$ cat src/rtl/lut_ctrl_pkg.sv
// Shared types and helpers for the serial-load LUT controller.
// Latency: n/a (types, constants and pure functions only).
// Backpressure: n/a.
package lut_ctrl_pkg;

    typedef enum logic [1:0] {
        IDLE   = 2'd0,
        SHIFT  = 2'd1,
        VERIFY = 2'd2
    } lut_state_e;

    // Upper bounds for the generic entry extractor below.
    localparam int ENTRY_MAX_W = 32;
    localparam int IMAGE_MAX_W = 4096;
    localparam int IMAGE_IDX_W = $clog2(IMAGE_MAX_W);

    // Number of bits in a full table image.
    function automatic int table_bits(input int in_w, input int out_w);
        return (1 << in_w) * out_w;
    endfunction

    // Entry idx of a table image; entry i occupies bits [(i+1)*out_w-1 -: out_w].
    function automatic logic [ENTRY_MAX_W-1:0] tbl_entry(
        input logic [IMAGE_MAX_W-1:0] img,
        input int                     idx,
        input int                     out_w
    );
        logic [ENTRY_MAX_W-1:0] r;
        logic [IMAGE_IDX_W-1:0] pos;
        r = '0;
        for (int b = 0; b < ENTRY_MAX_W; b++) begin
            if (b < out_w) begin
                pos  = IMAGE_IDX_W'(idx * out_w + b);
                r[b] = img[pos];
            end
        end
        return r;
    endfunction

endpackage

$ cat src/rtl/lut_load_ctrl_piso.sv
// Shadow register plus bit counter that streams a table image MSB first.
// Latency: first bit on d_o the cycle after load_i; cs_n_o low for exactly TABLE_BITS cycles.
// Backpressure: none; load_i must only be pulsed while idle (the controller guarantees it).
module lut_piso #(
    parameter int TABLE_BITS = 24,
    parameter int CNT_W      = $clog2(TABLE_BITS)
) (
    input  logic                  clk_i,
    input  logic                  rst_i,
    input  logic                  load_i,
    input  logic [TABLE_BITS-1:0] data_i,
    output logic                  d_o,
    output logic                  cs_n_o,
`ifdef LUT_LOAD_CTRL_CHECK_EN
    output logic [TABLE_BITS-1:0] shadow_o,
`endif
    output logic                  done_o
);

    localparam logic [CNT_W-1:0] LAST_BIT = CNT_W'(TABLE_BITS - 1);
    localparam logic [CNT_W-1:0] PRE_LAST = CNT_W'(TABLE_BITS - 2);

    logic [TABLE_BITS-1:0] shadow_q;
    logic [CNT_W-1:0]      cnt_q;
    logic                  active_q;
    logic                  d_q;
    logic                  cs_n_q;
    logic [CNT_W-1:0]      nxt_idx_d;

    // Bit that goes out on the next shift cycle (counter cnt_q+1, MSB first).
    assign nxt_idx_d = PRE_LAST - cnt_q;

    // Latch the image and drive one bit per cycle; cs_n rises right after the last bit.
    always_ff @(posedge clk_i) begin
        if (rst_i) begin
            shadow_q <= '0;
            cnt_q    <= '0;
            active_q <= 1'b0;
            d_q      <= 1'b0;
            cs_n_q   <= 1'b1;
        end else if (load_i) begin
            shadow_q <= data_i;
            cnt_q    <= '0;
            active_q <= 1'b1;
            d_q      <= data_i[TABLE_BITS-1];
            cs_n_q   <= 1'b0;
        end else if (active_q) begin
            if (cnt_q == LAST_BIT) begin
                cnt_q    <= '0;
                active_q <= 1'b0;
                d_q      <= 1'b0;
                cs_n_q   <= 1'b1;
            end else begin
                cnt_q <= cnt_q + 1'b1;
                d_q   <= shadow_q[nxt_idx_d];
            end
        end
    end

    assign d_o    = d_q;
    assign cs_n_o = cs_n_q;
    assign done_o = active_q && (cnt_q == LAST_BIT);
`ifdef LUT_LOAD_CTRL_CHECK_EN
    assign shadow_o = shadow_q;
`endif

endmodule

$ cat src/rtl/lut_load_ctrl.sv
// Sequences table loads into a serial-load LUT and arbitrates its sel port with host lookups.
// Latency: load occupies TABLE_BITS+1 cycles (+2**IN_WIDTH+1 verify with LUT_LOAD_CTRL_CHECK_EN); lookup 2 cycles, 1/cycle.
// Backpressure: tbl_ready_o low while loading; lk_ready_o low unless idle with a good table and no load request.
module lut_load_ctrl
    import lut_ctrl_pkg::*;
#(
    parameter  int IN_WIDTH   = 3,
    parameter  int OUT_WIDTH  = 3,
    localparam int TABLE_BITS = table_bits(IN_WIDTH, OUT_WIDTH),
    localparam int CNT_W      = $clog2(TABLE_BITS)
) (
    input  logic                  clk_i,
    input  logic                  rst_i,
    input  logic [TABLE_BITS-1:0] tbl_data_i,
    input  logic                  tbl_valid_i,
    output logic                  tbl_ready_o,
    input  logic [IN_WIDTH-1:0]   lk_sel_i,
    input  logic                  lk_valid_i,
    output logic                  lk_ready_o,
    output logic [OUT_WIDTH-1:0]  lk_data_o,
    output logic                  lk_rvalid_o,
    output logic                  lut_d_o,
    output logic                  lut_cs_n_o,
    output logic [IN_WIDTH-1:0]   lut_sel_o,
    input  logic [OUT_WIDTH-1:0]  lut_out_i,
    output logic                  table_ok_o,
    output logic                  chk_err_o
);

    lut_state_e            state_q;
    logic                  tbl_ready_q;
    logic                  table_ok_q;
    logic [IN_WIDTH-1:0]   lut_sel_q;
    logic                  lk_pend_q;
    logic [OUT_WIDTH-1:0]  lk_data_q;
    logic                  lk_rvalid_q;
    logic                  tbl_acc_d;
    logic                  lk_acc_d;
    logic                  piso_done;

`ifdef LUT_LOAD_CTRL_CHECK_EN
    localparam int VCNT_W  = IN_WIDTH + 1;
    localparam int NUM_ENT = 2 ** IN_WIDTH;

    logic [VCNT_W-1:0]     vcnt_q;
    logic                  mis_q;
    logic                  chk_err_q;
    logic [TABLE_BITS-1:0] shadow;
    logic [OUT_WIDTH-1:0]  exp_entry;

    // Entry the LUT should be presenting for the currently driven select.
    assign exp_entry = OUT_WIDTH'(tbl_entry(IMAGE_MAX_W'(shadow), int'(lut_sel_q), OUT_WIDTH));
`endif

    // A pending load always beats a lookup in the same cycle.
    assign lk_ready_o = tbl_ready_q && table_ok_q && !tbl_valid_i;
    assign tbl_acc_d  = tbl_valid_i && tbl_ready_q;
    assign lk_acc_d   = lk_valid_i && lk_ready_o;

    lut_piso #(
        .TABLE_BITS (TABLE_BITS),
        .CNT_W      (CNT_W)
    ) u_piso (
        .clk_i    (clk_i),
        .rst_i    (rst_i),
        .load_i   (tbl_acc_d),
        .data_i   (tbl_data_i),
        .d_o      (lut_d_o),
        .cs_n_o   (lut_cs_n_o),
`ifdef LUT_LOAD_CTRL_CHECK_EN
        .shadow_o (shadow),
`endif
        .done_o   (piso_done)
    );

    // Control FSM: load acceptance, shift tracking, optional readback, and sel ownership.
    always_ff @(posedge clk_i) begin
        if (rst_i) begin
            state_q     <= IDLE;
            tbl_ready_q <= 1'b0;
            table_ok_q  <= 1'b0;
            lut_sel_q   <= '0;
            lk_pend_q   <= 1'b0;
`ifdef LUT_LOAD_CTRL_CHECK_EN
            vcnt_q      <= '0;
            mis_q       <= 1'b0;
            chk_err_q   <= 1'b0;
`endif
        end else begin
            lk_pend_q <= lk_acc_d;
            if (lk_acc_d) begin
                lut_sel_q <= lk_sel_i;
            end
            case (state_q)
                IDLE: begin
                    if (tbl_acc_d) begin
                        state_q     <= SHIFT;
                        tbl_ready_q <= 1'b0;
                        table_ok_q  <= 1'b0;
`ifdef LUT_LOAD_CTRL_CHECK_EN
                        chk_err_q   <= 1'b0;
`endif
                    end else begin
                        tbl_ready_q <= 1'b1;
                    end
                end
                SHIFT: begin
                    if (piso_done) begin
`ifdef LUT_LOAD_CTRL_CHECK_EN
                        state_q   <= VERIFY;
                        vcnt_q    <= '0;
                        mis_q     <= 1'b0;
                        lut_sel_q <= '0;
`else
                        state_q     <= IDLE;
                        tbl_ready_q <= 1'b1;
                        table_ok_q  <= 1'b1;
`endif
                    end
                end
`ifdef LUT_LOAD_CTRL_CHECK_EN
                VERIFY: begin
                    vcnt_q <= vcnt_q + 1'b1;
                    if (vcnt_q < VCNT_W'(NUM_ENT)) begin
                        if (lut_out_i != exp_entry) begin
                            mis_q <= 1'b1;
                        end
                        if (vcnt_q < VCNT_W'(NUM_ENT - 1)) begin
                            lut_sel_q <= lut_sel_q + 1'b1;
                        end
                    end else begin
                        state_q     <= IDLE;
                        vcnt_q      <= '0;
                        tbl_ready_q <= 1'b1;
                        table_ok_q  <= !mis_q;
                        chk_err_q   <= mis_q;
                    end
                end
`endif
                default: begin
                    state_q <= IDLE;
                end
            endcase
        end
    end

    // Second lookup stage: capture the LUT output one cycle after sel was driven.
    always_ff @(posedge clk_i) begin
        if (rst_i) begin
            lk_data_q   <= '0;
            lk_rvalid_q <= 1'b0;
        end else begin
            lk_rvalid_q <= lk_pend_q;
            if (lk_pend_q) begin
                lk_data_q <= lut_out_i;
            end
        end
    end

    assign tbl_ready_o = tbl_ready_q;
    assign table_ok_o  = table_ok_q;
    assign lut_sel_o   = lut_sel_q;
    assign lk_data_o   = lk_data_q;
    assign lk_rvalid_o = lk_rvalid_q;
`ifdef LUT_LOAD_CTRL_CHECK_EN
    assign chk_err_o   = chk_err_q;
`else
    assign chk_err_o   = 1'b0;
`endif

endmodule
$ cat config.mk
export PLATFORM = sky130hd
export DESIGN_NAME = lut_load_ctrl
export DESIGN_NICKNAME = d
export VERILOG_FILES = /design/src/rtl/lut_ctrl_pkg.sv /design/src/rtl/lut_load_ctrl_piso.sv /design/src/rtl/lut_load_ctrl.sv
export SDC_FILE = /design/constraint.sdc
export NUM_CORES = 1
export LEC_CHECK = 0
export CORE_MARGIN = 2
export CORE_UTILIZATION = 43
export DETAILED_ROUTE_END_ITERATION = 8
export HOLD_SLACK_MARGIN = 0.03
export PLACE_DENSITY = 0.85
export SLEW_MARGIN = 10
export SYNTH_ARGS = -nofsm -noshare
export SYNTH_HDL_FRONTEND = slang
export SYNTH_SLANG_ARGS = --single-unit
export TNS_END_PERCENT = 10
$ cat constraint.sdc
create_clock -name clk_i -period 2 [get_ports clk_i]
set_clock_uncertainty 0.05 [all_clocks]
set_input_delay 0.6 -clock clk_i [delete_from_list [all_inputs] [get_ports clk_i]]
set_output_delay 0.6 -clock clk_i [all_outputs]
set_load 0.01 [all_outputs]
# Word level (Yosys, flattened, before mapping)
# Cells that the tools add are included.
[classes]
n_addsub = 2
magnitude_cmp = 1
n_eq_ne = 4
n_mux = 20
reduce_logical = 15
[op_table]
columns = ["cell", "n"]
rows = [
  ["$mux 1", 13],
  ["$lt 5x6->1 const B", 1],
  ["$reduce_and 2->1", 3],
  ["$reduce_bool 2->1", 3],
  ["$add 5x1->5 const B", 1],
  ["$bmux 1 s5", 1],
  ["$eq 5x5->1 const B", 1],
  ["$logic_and 1x1->1", 5],
  ["$mux 5", 1],
  ["$sub 5x5->5 const A", 1],
  ["$mux 2", 2],
  ["$ne 2x2->1 const B", 2],
  ["$pmux 1 s2", 2],
  ["$pmux 2 s2", 1],
  ["$reduce_and 3->1", 1],
  ["$eq 2x1->1 const B", 1],
  ["$logic_not 2->1", 1],
  ["$reduce_or 2->1", 1],
  ["$logic_not 1->1", 1],
]
[totals]
reg_bits = 44
in_bits = 34
out_inout_bits = 13
word_cells = 54

# Longest topological paths before layout
[depth]
word_depth = 6
mapped_depth = 6
depth_no_buf = 5

# Cells and area by module
# Synthesis repeated with hierarchy kept, for this count alone.
[unflattened]
cells_unflattened = 185
area_unflattened_um2 = 1931.9
[by_module_without_submodules]
columns = ["module", "n_inst", "cells_each", "area_each_um2", "seq_area_each_um2"]
rows = [
  ["lut_piso", 1, 141, 1485.2, 640.6],
  ["lut_load_ctrl", 1, 44, 446.7, 220.2],
]

# Worst setup path before layout
# OpenSTA, ideal clock, no wires.
[synth_path]
kind = "reg2reg"
start = "register u_piso.cnt_q[1]"
end = "register u_piso.d_q (netlist: u_piso.d_o)"
setup_time_ns = 0.127
arrival_time_ns = 1.715
required_time_ns = 1.823
path_slack_ns = 0.108
stages_incl_launch_ff = 7
path_buffers = 1
synth_period_minus_slack_ns = 1.892
cell_sequence = "dfxtp_1 ha_1 buf_2 mux4_2 mux2_1 a21oi_1 o41ai_1"
[synth_between]
elab_chain_cells = 6
elab_cells_between_ends = 7
classes_between = "1 x add/sub; 1 x eq/ne; 5 x mux"
[synth_rtl]
columns = ["item", "line", "rtl"]
rows = [
  ["start: declaration", "lut_load_ctrl_piso.sv:24", "logic [CNT_W-1:0] cnt_q;"],
  ["start signal: assignment", "lut_load_ctrl_piso.sv:54", "cnt_q <= cnt_q + 1'b1;"],
  ["$sub 5x5->5", "lut_load_ctrl_piso.sv:31", "assign nxt_idx_d = PRE_LAST - cnt_q;"],
  ["$bmux 1 s5", "lut_load_ctrl_piso.sv:55", "d_q <= shadow_q[nxt_idx_d];"],
  ["$mux 1 (implied by the code)", "lut_load_ctrl_piso.sv:55", ""],
  ["$mux 1 *", "lut_load_ctrl_piso.sv:48", "if (cnt_q == LAST_BIT) begin"],
  ["$mux 1 *", "lut_load_ctrl_piso.sv:47", "end else if (active_q) begin"],
  ["$mux 1 *", "lut_load_ctrl_piso.sv:41", "end else if (load_i) begin"],
  ["end signal: assignment", "lut_load_ctrl_piso.sv:45", "d_q <= data_i[TABLE_BITS-1];"],
  ["end signal: assignment", "lut_load_ctrl_piso.sv:55", ""],
  ["end: declaration", "lut_load_ctrl_piso.sv:26", "logic d_q;"],
]
# Mark *: on every way between the ends. The rest lies on a longest branch, timed or not. The select of a mux whose other input is x is not followed.
# A chain may end at the register's enable or synchronous reset.

# Final worst setup path
[layout_path]
start = "register tbl_ready_q (netlist: tbl_ready_o)"
end = "output port tbl_ready_o"
[layout_rtl]
columns = ["item", "line", "rtl"]
rows = [
  ["start: declaration", "lut_load_ctrl.sv:31", "logic tbl_ready_q;"],
  ["start signal: assignment", "lut_load_ctrl.sv:80", "tbl_ready_q <= 1'b0;"],
  ["start signal: assignment", "lut_load_ctrl.sv:98", "tbl_ready_q <= 1'b0;"],
  ["start signal: assignment", "lut_load_ctrl.sv:104", "tbl_ready_q <= 1'b1;"],
  ["end: declaration", "lut_load_ctrl.sv:16", "output logic tbl_ready_o,"],
]
# No word-level cell between the ends.

==> results.ini <==
[status]
status = finished, final reports clean

[clock_network]
cts_tree = built
numCtsBuffers = 5
root_buffer = clkbuf_8
clk_latency_ps = 300
cts.sinks = 43
holdBufCountCts = 0
cts_htree_levels = 2
clk_pin_slew_worst_paths_ps = 70
clk_path_buf_depth = 2

[synth]
yosys.area_share.simple_pct = 20.2
synthCells = 211
synth_compound_area_share_pct = 13.3
synth_seq_cells = 43
synth_most_common_cell = nand2_1
synth_top_family_by_area = simple AND/OR/NAND/NOR gates
synth_top_area_cell = dfxtp_1
synth_edf_count = 0
synth_top_area_share_pct = 46.9
synth-async-reset-ratio_pct = 0
synth_flop_cell = dfxtp_1
ys_seq_area_share_pct = 46.9
synth_xor_area_share_pct = 2.80
synth_mux_area_share_pct = 11.4
ys_top_cells_by_count = nand2_1, dfxtp_1, a21oi_1, clkbuf_1, nor2_1
synth_fp_nets = 246
synth.distinct_cells = 37
synthTopCellsByArea = dfxtp_1, nand2_1, a21oi_1
syn_avg_cell_area_sq_um = 8.69
netlist_area_sq_um = 1830
yosys.area_share.adder_pct = 0.682
yosys_warnings = 0

[cells_and_area]
final_cells = 306
design_area_sq_um = 2440
nNetsFinal = 292
drive_above_1_share_pct = 10.2
nFillCells = 349
areaGrowthSynthToFinish_pct = 33.2
diodes = 0

[floorplanning]
dieHeight_microns = 69.3
std_cell_rows = 23
core-area_sq_um = 4060
fp.dieArea_sq_um = 4800
ios = 47
start_util_pct = 45.2
die_x_microns = 69.3

[worst_setup_path]
path_delay_family = buffers and inverters
crit_path_start_kind = register
worstPathRequired_ps = 1350
reg2reg_slack_ps = 130
startpoint = tbl_ready_o$_SDFFE_PP0P_
crit_type = register to output port
worstReg2RegEnd = u_piso.d_o$_SDFFE_PP0P_
end_kind = output port
r2r_start = u_piso.cnt_q[1]$_SDFFE_PP0P_
critPathMaxFanout = 5
worstPathCellList = clkdlybuf4s50_1
max_stage_delay_ps = 560
arrival_ps = 1250
cp_slowest_cell = clkdlybuf4s50_1
rr_worst_depth = 5
cp_num_buf_inv = 1

[timing]
hold_viol = 0
fmax_mhz = 526
setup_viol = 0
post-route-period-util_pct = 95.1
rsz0062_at_grt = false
fin_tns_setup_ps = 0
slew_viol_final = 0
finalCriticalPeriod_ps = 1900
layout_setup_ws_ps = 97.3

[global_route]
grt_antenna_before_repair = 0
grt_start_max_net_pins = 33
gr-total-overflow = 0
first_global_vias = 1524
grt_pass1_wl_microns = 6540
grt_usage_pct = 17.0

[placement]
pre_cts_ws_ps = -430
gp_congestion = 0.866
placed_cells = 300
hpwl_microns = 2740
portBuffers = 45
place_area_sq_um = 2380

[power]
internal_power_mw = 1.26
power_frac_comb_pct = 14.0
power_mw = 1.64
power.density_nw_per_um2 = 672
clock_power_share_pct = 30.6
p_sw_share_pct = 23.3
p_leak_nw = 0.872
peakVddDrop_uv = 427
sequentialPowerShare_pct = 55.5
p_switching_mw = 0.383

[hold_path]
hold_depth = 2
min-delay-path-class = register to register
hold_end = u_piso.shadow_q[6]$_SDFFE_PP0P_
hold_start = u_piso.shadow_q[6]$_SDFFE_PP0P_

[job]
drv_cap = 0

[routing]
firstDrtPassIters = 4
drt_iter0_drc = 70
via_per_inst = 5.06
via_count = 1549
wirelength_microns = 3720
detail-route-antenna-nets = 0
drc = 0
wire_per_inst_microns = 12.2

## placed cells by master, fill, tap and decap left out, types with 2 or more instances in the layout
cell             count
dfxtp_1             43
nand3_1              6
mux2i_1              4
nor2b_1              2
nor2_1               7
nor3_1               4
mux2_2               2
clkbuf_8             5
nand2b_1             5
o21ai_1              4
buf_12               2
xor2_1               2
nand2_1             57
mux4_2               6
xnor2_1              2
a21oi_1             32
clkdlybuf4s50_1     43
buf_4                9
## routing by layer
metal	vias up	global-route usage [%]	part of all wire, %
li1	806	-	-
met1	702	17.9	41
met2	35	31.0	52
met3	6	6.25	5.3
met4	0	5.88	1.5
met5	-	0	0
## through the flow
step | hold WS, ps | util [%]
2_1_floorplan | 383 | -
3_3_place_gp | 389 | 58.6
3_5_place_dp | 398 | 58.6
4_1_cts | 408 | 60.2
5_1_grt | 430 | 60.2
6_report | 404 | 60.2
## power by group through the flow
stage	registers, mW	clock network [mW]	logic [mW]
2_1_floorplan	0.927	0	0.118
5_1_grt	0.915	0.548	0.253
4_1_cts	0.910	0.517	0.231
3_5_place_dp	0.930	0	0.231
6_report	0.910	0.501	0.229
3_3_place_gp	0.928	0	0.228
## registers in the layout, summed over array words and instances (netlist names), 3 cells and up
signal	flops
u_piso.shadow_q	24
lut_sel_o	3
lk_data_o	3
u_piso.cnt_q	5
## how the worst max path moves through the flow
stage / to / cells past startpoint
3_5_place_dp: lk_ready_o / 3
5_1_grt: tbl_ready_o / 1
2_1_floorplan: u_piso.d_o$_SDFFE_PP0P_ / 6
3_3_place_gp: lk_ready_o / 3
6_report: tbl_ready_o / 1
4_1_cts: tbl_ready_o / 1
## cells by family (layout without fill, tap and decap cells)
family | Yosys count | in the layout
and+or+nand+nor | 86 | 86
AOI/OAI and AO/OA | 44 | 44
DFF | 43 | 43
buffers and inverters | 18 | 63
muxes | 13 | 13
xor gates and xnor gates | 5 | 5
adders and majority gates | 1 | 1
other | 1 | 1
## cell type report
type | count | area [sq um] | area share, %
repair buffers | 56 | 552 | 22.6
multi-input cells | 150 | 891 | 36.5
inverters | 1 | 3.75 | 0.154
clock buffers | 6 | 72.6 | 2.97
well taps | 50 | 62.6 | 2.56
flip-flops and latches | 43 | 861 | 35.2
## tightest hold or removal path: cells and delay by family (launching register included)
family	cells	cell delay [ps]
AOI/OAI and AO/OA	1	50
DFF	1	310
and+or+nand+nor	1	50
## timing repair
action / CTS / global route
resized for setup: 5 / 0
setup endpoints to repair: 1 / 0
buffers inserted: 0 / 0
(Power assumes the default switching activity.)
